<file path="src/rtl/adder_bmf_pipe.sv">
// Carry-pipelined approximate adder: one SEG-bit segment per stage, per-transaction carry-cut mask.
// Latency NSEG register stages (acceptance register first); one transaction per cycle.
// Backpressure: in_ready = ~out_valid | out_ready; all stages hold together when it is low.
// Optional error statistics enabled by defining ADDER_BMF_ERRSTAT_EN.
module adder_bmf_pipe #(
  parameter int WIDTH = 32,
  parameter int SEG   = 4,
  parameter int CNT_W = 16
) (
  input  logic                 clk,
  input  logic                 rst,
  input  logic                 in_valid,
  output logic                 in_ready,
  input  logic [WIDTH-1:0]     in_a,
  input  logic [WIDTH-1:0]     in_b,
  input  logic                 in_cin,
  input  logic [WIDTH/SEG-1:0] in_mask,
  output logic                 out_valid,
  input  logic                 out_ready,
  output logic [WIDTH-1:0]     out_sum,
  output logic                 out_cout
`ifdef ADDER_BMF_ERRSTAT_EN
  ,
  output logic                 out_err,
  input  logic                 err_clr,
  output logic [CNT_W-1:0]     errcnt
`endif
);

  localparam int NSEG = WIDTH / SEG;

  logic w_adv;
  assign w_adv    = ~out_valid | out_ready;
  assign in_ready = w_adv;

  // Each stage consumes the low segment of the operands it receives and forwards the
  // rest shifted down, so unused operand bits never sit in a register.
  for (genvar g = 0; g < NSEG; g++) begin : g_stage
    localparam int RW = WIDTH - g * SEG;

    logic [RW-1:0]         w_arem;
    logic [RW-1:0]         w_brem;
    logic [NSEG-g-1:0]     w_mrem;
    logic                  w_cprev;
    logic                  w_vin;
    logic                  w_cin;
    logic [SEG:0]          w_res;
    logic [(g+1)*SEG-1:0]  w_sum_nxt;
    logic                  r_vld;
    logic                  r_c;
    logic [(g+1)*SEG-1:0]  r_sum;
`ifdef ADDER_BMF_ERRSTAT_EN
    logic                  w_ecprev;
    logic                  w_errprev;
    logic [SEG:0]          w_eres;
    logic                  w_err_nxt;
    logic                  r_err;
`endif

    if (g == 0) begin : g_src
      assign w_arem    = in_a;
      assign w_brem    = in_b;
      assign w_mrem    = in_mask;
      assign w_cprev   = in_cin;
      assign w_vin     = in_valid;
      assign w_sum_nxt = w_res[SEG-1:0];
`ifdef ADDER_BMF_ERRSTAT_EN
      assign w_ecprev  = in_cin;
      assign w_errprev = 1'b0;
`endif
    end else begin : g_src
      assign w_arem    = g_stage[g-1].g_fwd.r_a;
      assign w_brem    = g_stage[g-1].g_fwd.r_b;
      assign w_mrem    = g_stage[g-1].g_fwd.r_m;
      assign w_cprev   = g_stage[g-1].r_c;
      assign w_vin     = g_stage[g-1].r_vld;
      assign w_sum_nxt = {w_res[SEG-1:0], g_stage[g-1].r_sum};
`ifdef ADDER_BMF_ERRSTAT_EN
      assign w_ecprev  = g_stage[g-1].g_fwd.r_ec;
      assign w_errprev = g_stage[g-1].r_err;
`endif
    end

    // An approximate segment drops its incoming carry but still produces its own carry-out.
    assign w_cin = w_mrem[0] ? 1'b0 : w_cprev;
    assign w_res = {1'b0, w_arem[SEG-1:0]} + {1'b0, w_brem[SEG-1:0]} + {{SEG{1'b0}}, w_cin};

    // Stage register: valid, accumulated sum bits and this segment's carry-out.
    always_ff @(posedge clk) begin
      if (rst) begin
        r_vld <= 1'b0;
        r_c   <= 1'b0;
        r_sum <= '0;
      end else if (w_adv) begin
        r_vld <= w_vin;
        r_c   <= w_res[SEG];
        r_sum <= w_sum_nxt;
      end
    end

`ifdef ADDER_BMF_ERRSTAT_EN
    // Exact chain ignores the mask; a mismatch in any segment (or the final carry) flags the result.
    assign w_eres = {1'b0, w_arem[SEG-1:0]} + {1'b0, w_brem[SEG-1:0]} + {{SEG{1'b0}}, w_ecprev};
    if (g == NSEG - 1) begin : g_errlast
      assign w_err_nxt = w_errprev | (w_eres != w_res);
    end else begin : g_errmid
      assign w_err_nxt = w_errprev | (w_eres[SEG-1:0] != w_res[SEG-1:0]);
    end

    // Running mismatch flag travels with the transaction.
    always_ff @(posedge clk) begin
      if (rst) begin
        r_err <= 1'b0;
      end else if (w_adv) begin
        r_err <= w_err_nxt;
      end
    end
`endif

    if (g < NSEG - 1) begin : g_fwd
      logic [RW-SEG-1:0] r_a;
      logic [RW-SEG-1:0] r_b;
      logic [NSEG-g-2:0] r_m;
`ifdef ADDER_BMF_ERRSTAT_EN
      logic              r_ec;
`endif

      // Operands and mask bits for segments not yet processed.
      always_ff @(posedge clk) begin
        if (rst) begin
          r_a <= '0;
          r_b <= '0;
          r_m <= '0;
`ifdef ADDER_BMF_ERRSTAT_EN
          r_ec <= 1'b0;
`endif
        end else if (w_adv) begin
          r_a <= w_arem[RW-1:SEG];
          r_b <= w_brem[RW-1:SEG];
          r_m <= w_mrem[NSEG-g-1:1];
`ifdef ADDER_BMF_ERRSTAT_EN
          r_ec <= w_eres[SEG];
`endif
        end
      end
    end
  end

  assign out_valid = g_stage[NSEG-1].r_vld;
  assign out_sum   = g_stage[NSEG-1].r_sum;
  assign out_cout  = g_stage[NSEG-1].r_c;

`ifdef ADDER_BMF_ERRSTAT_EN
  assign out_err = g_stage[NSEG-1].r_err;

  // Saturating count of retired mismatching results; clear takes priority.
  always_ff @(posedge clk) begin
    if (rst) begin
      errcnt <= '0;
    end else if (err_clr) begin
      errcnt <= '0;
    end else if (out_valid && out_ready && out_err && (errcnt != {CNT_W{1'b1}})) begin
      errcnt <= errcnt + 1'b1;
    end
  end
`endif

endmodule

</file>
<file path="config.mk">
export PLATFORM = sky130hd
export DESIGN_NAME = adder_bmf_pipe
export DESIGN_NICKNAME = d
export VERILOG_FILES = /design/src/rtl/adder_bmf_pipe.sv
export SDC_FILE = /design/constraint.sdc
export NUM_CORES = 1
export LEC_CHECK = 0
export ABC_AREA = 1
export CAP_MARGIN = 25
export CORE_MARGIN = 4
export CORE_UTILIZATION = 58
export CTS_CLUSTER_DIAMETER = 80
export DETAILED_ROUTE_END_ITERATION = 8
export PLACE_DENSITY = 0.77
export SLEW_MARGIN = 20
export SYNTH_ARGS = -nofsm -noshare
export SYNTH_HDL_FRONTEND = slang
export SYNTH_SLANG_ARGS = --single-unit
</file>
<file path="constraint.sdc">
create_clock -name clk -period 2 [get_ports clk]
set_input_delay 0.4 -clock clk [delete_from_list [all_inputs] [get_ports clk]]
set_output_delay 0.4 -clock clk [all_outputs]
set_load 0.05 [all_outputs]
</file>
==> impl_metrics.json <==
{
  "finalClockSkew_ns": 0.02162,
  "grt_start_max_net_pins": 74,
  "initial_utilization_pct": 58.69,
  "period_share_pct": 92.58,
  "cap_violations": 0,
  "synthAdderAreaFrac_pct": 4.070,
  "first_iter_violations": 727,
  "dp.cells": 2310,
  "cp_max_fo": 2,
  "fin_cells": 2376,
  "port_buffers": 111,
  "grt_use_total_pct": 20.28,
  "root_buffer": "clkbuf_16",
  "rsz0062_at_grt": "false",
  "synth_xor_xnor_area_share_pct": 0.4595,
  "status": "completed",
  "hp-class": "flop to flop",
  "cts_buffer_depth": 3,
  "synth_area_leader_cell": "dfxtp_1",
  "drive_gt1_share_pct": 6.810,
  "cp.required_ns": 2.45,
  "htreeDepth": 2,
  "drtPass1Iterations": 5,
  "crit_type": "flop to flop",
  "post-synth-top-area-fraction_pct": 54.09,
  "die_area_mm2": 0.02895,
  "crit_path_start_kind": "flop",
  "fin_nets": 2133,
  "finalHoldViolCount": 0,
  "num_vias": 12070,
  "io_pins": 112,
  "synth_top_family_by_area": "simple AND/OR/NAND/NOR gates",
  "multi_input_area_mm2": 0.006072,
  "clock_latency_ns": 0.52,
  "synth_area_per_cell_um2": 7.836,
  "crit_arrival_ns": 2.30,
  "final_cell_mix": "nor2_1 (715), o21ai_0 (417), dfxtp_1 (412), inv_1 (82), clkdlybuf4s50_1 (76)",
  "synth-simple-area-share_pct": 19.67,
  "synthMuxAreaShare_pct": 0,
  "coreArea_mm2": 0.02598,
  "synth.area.top_cells": "dfxtp_1 (54%), nor2_1 (18%), o21ai_0 (14%), buf_2 (2.7%), fa_1 (2.1%)",
  "cts_hold_buf": 0,
  "regArea_mm2": 0.008248,
  "drc": 0,
  "place_congestion": 0.8322,
  "tightest_slew_ns": 0.4899,
  "wl_per_cell_um": 12.38,
  "worst_ir_drop_vdd_mv": 0.5812,
  "antenna_found_initial": 0,
  "syn_to_final_growth_pct": 18.71,
  "num_rows": 59,
  "grt-ovfl-total": 0,
  "grt_pass1_vias": 11150,
  "cts_tree": "done",
  "p_per_area_mw_per_mm2": 913.1,
  "fp.dieW_um": 170.2,
  "synth_compound_area_share_pct": 15.62,
  "dp_hpwl_um": 19960,
  "viasPerCell": 5.078,
  "antenna_cells": 0,
  "slew_headroom_pct": 67.47,
  "setup_viol": 0,
  "synthDistinctLibCells": 17,
  "wl_um": 29410,
  "ys_ff_latch": 412,
  "cts_buffers": 39,
  "synthCells": 1946,
  "grt_pass1_wl_um": 50680,
  "syn-num-nets": 2063,
  "synth.cell_area_mm2": 0.01525,
  "setup-tns-final_ns": 0,
  "power_mw": 16.53,
  "period_minus_slack_ns": 1.852,
  "die_y_um": 170.2,
  "clkTransAtPathRegs_ns": 0.06,
  "fill_cells": 2152,
  "timing.fmax_mhz": 540.1,
  "final_common_cell": "nor2_1",
  "yosys_warnings": 0,
  "maxSlewViolCount": 0,
  "p_leak_nw": 8.762,
  "cts.sinks": 412,
  "ant_nets": 0,
  "endpoint_kind": "flop",
  "ys_seq_area_share_pct": 54.09
}
==> metrics by stage <==
| step | instance area, um^2 | setup slack [ns] | utilization [%] | hold WS (ns) |
|---|---|---|---|---|
| floorplan | 15250 | 0.2425 | - | 0.4292 |
| global placement | 16860 | -0.07131 | 64.87 | 0.4378 |
| detailed placement | 16860 | -0.07809 | 64.87 | 0.4467 |
| CTS | 18100 | 0.1447 | 69.66 | 0.4561 |
| global route | 18100 | 0.1107 | 69.66 | 0.4837 |
| finish | 18100 | 0.1484 | 69.66 | 0.4624 |
==> kinds of logic after synthesis <==
logic type	Yosys count
AOI/OAI and AO/OA	476
xor gates and xnor gates	8
adders and majority gates	40
buffers and inverters	219
DFF	412
and+or+nand+nor	791
==> path summary, 6_finish.rpt <==
path | from | end | slack [ns] | cells after the start
max reg2reg | g_stage[4].g_fwd.r_m[0]$_SDFFE_PP0P_ | g_stage[5].r_c$_SDFFE_PP0P_ | 0.15 | 7
min reg2reg | g_stage[6].g_fwd.r_m$_SDFFE_PP0P_ | g_stage[6].g_fwd.r_m$_SDFFE_PP0P_ | 0.46 | 2
max | g_stage[4].g_fwd.r_m[0]$_SDFFE_PP0P_ | g_stage[5].r_c$_SDFFE_PP0P_ | 0.15 | 7
min | g_stage[6].g_fwd.r_m$_SDFFE_PP0P_ | g_stage[6].g_fwd.r_m$_SDFFE_PP0P_ | 0.46 | 2
==> layer usage <==
layer | wire (um) | global-route usage, % | vias up
met3 | 1232 | 3.159 | 37
met1 | 13970 | 27.69 | 5467
met5 | 0 | 0 | -
met2 | 13770 | 34.11 | 198
li1 | - | - | 6364
met4 | 437 | 4.896 | 0
==> flip-flops by register name, summed over array words and instances, names as in the netlist <==
register           cells
g_stage.r_vld          7
out_cout               1
g_stage.g_fwd.r_b    112
g_stage.g_fwd.r_a    112
g_stage.r_c            7
out_valid              1
g_stage.g_fwd.r_m     28
g_stage.r_sum        112
out_sum               32
==> where the power goes <==
group / switching, mW / leakage, nW / internal, mW / total (mW)
Clock: 2.89 / 0.614 / 4.31 / 7.20
Sequential: 0.132 / 3.36 / 8.48 / 8.62
Combinational: 0.372 / 4.79 / 0.342 / 0.714
Total: 3.39 / 8.76 / 13.1 / 16.5
==> synth_stat cells, drive strengths merged <==
master,instances
clkinv,1
inv,83
ha,24
nand2,57
nor2,716
dfxtp,412
o21ai,419
a21oi,57
xor2,8
clkbuf,51
fa,16
buf,84
nand3,18
==> critical path: stages, from the launching register on <==
cell and delay, ns:
dfxtp_1 0.30, inv_1 0.06, nand2_1 0.06, fa_1 0.44
fa_1 0.42, o21ai_0 0.27, nand2_1 0.10, a21oi_1 0.13
==> repair_timing <==
item / in CTS / in global routing
setup endpoints to repair: 6 / 0
gates resized for setup: 6 / 0
hold endpoints to repair: 0 / 0
setup buffers: 0 / 0
==> cell type report <==
type / instances / area share [%]
sequential: 412 / 45.56
multi-input combinational: 1315 / 33.54
timing repair buffer: 164 / 9.829
clock buffer: 60 / 6.324
tap: 335 / 2.315
inverter: 84 / 1.825
clock inverter: 6 / 0.6013
Note: power is estimated with default switching activity, not from simulation.
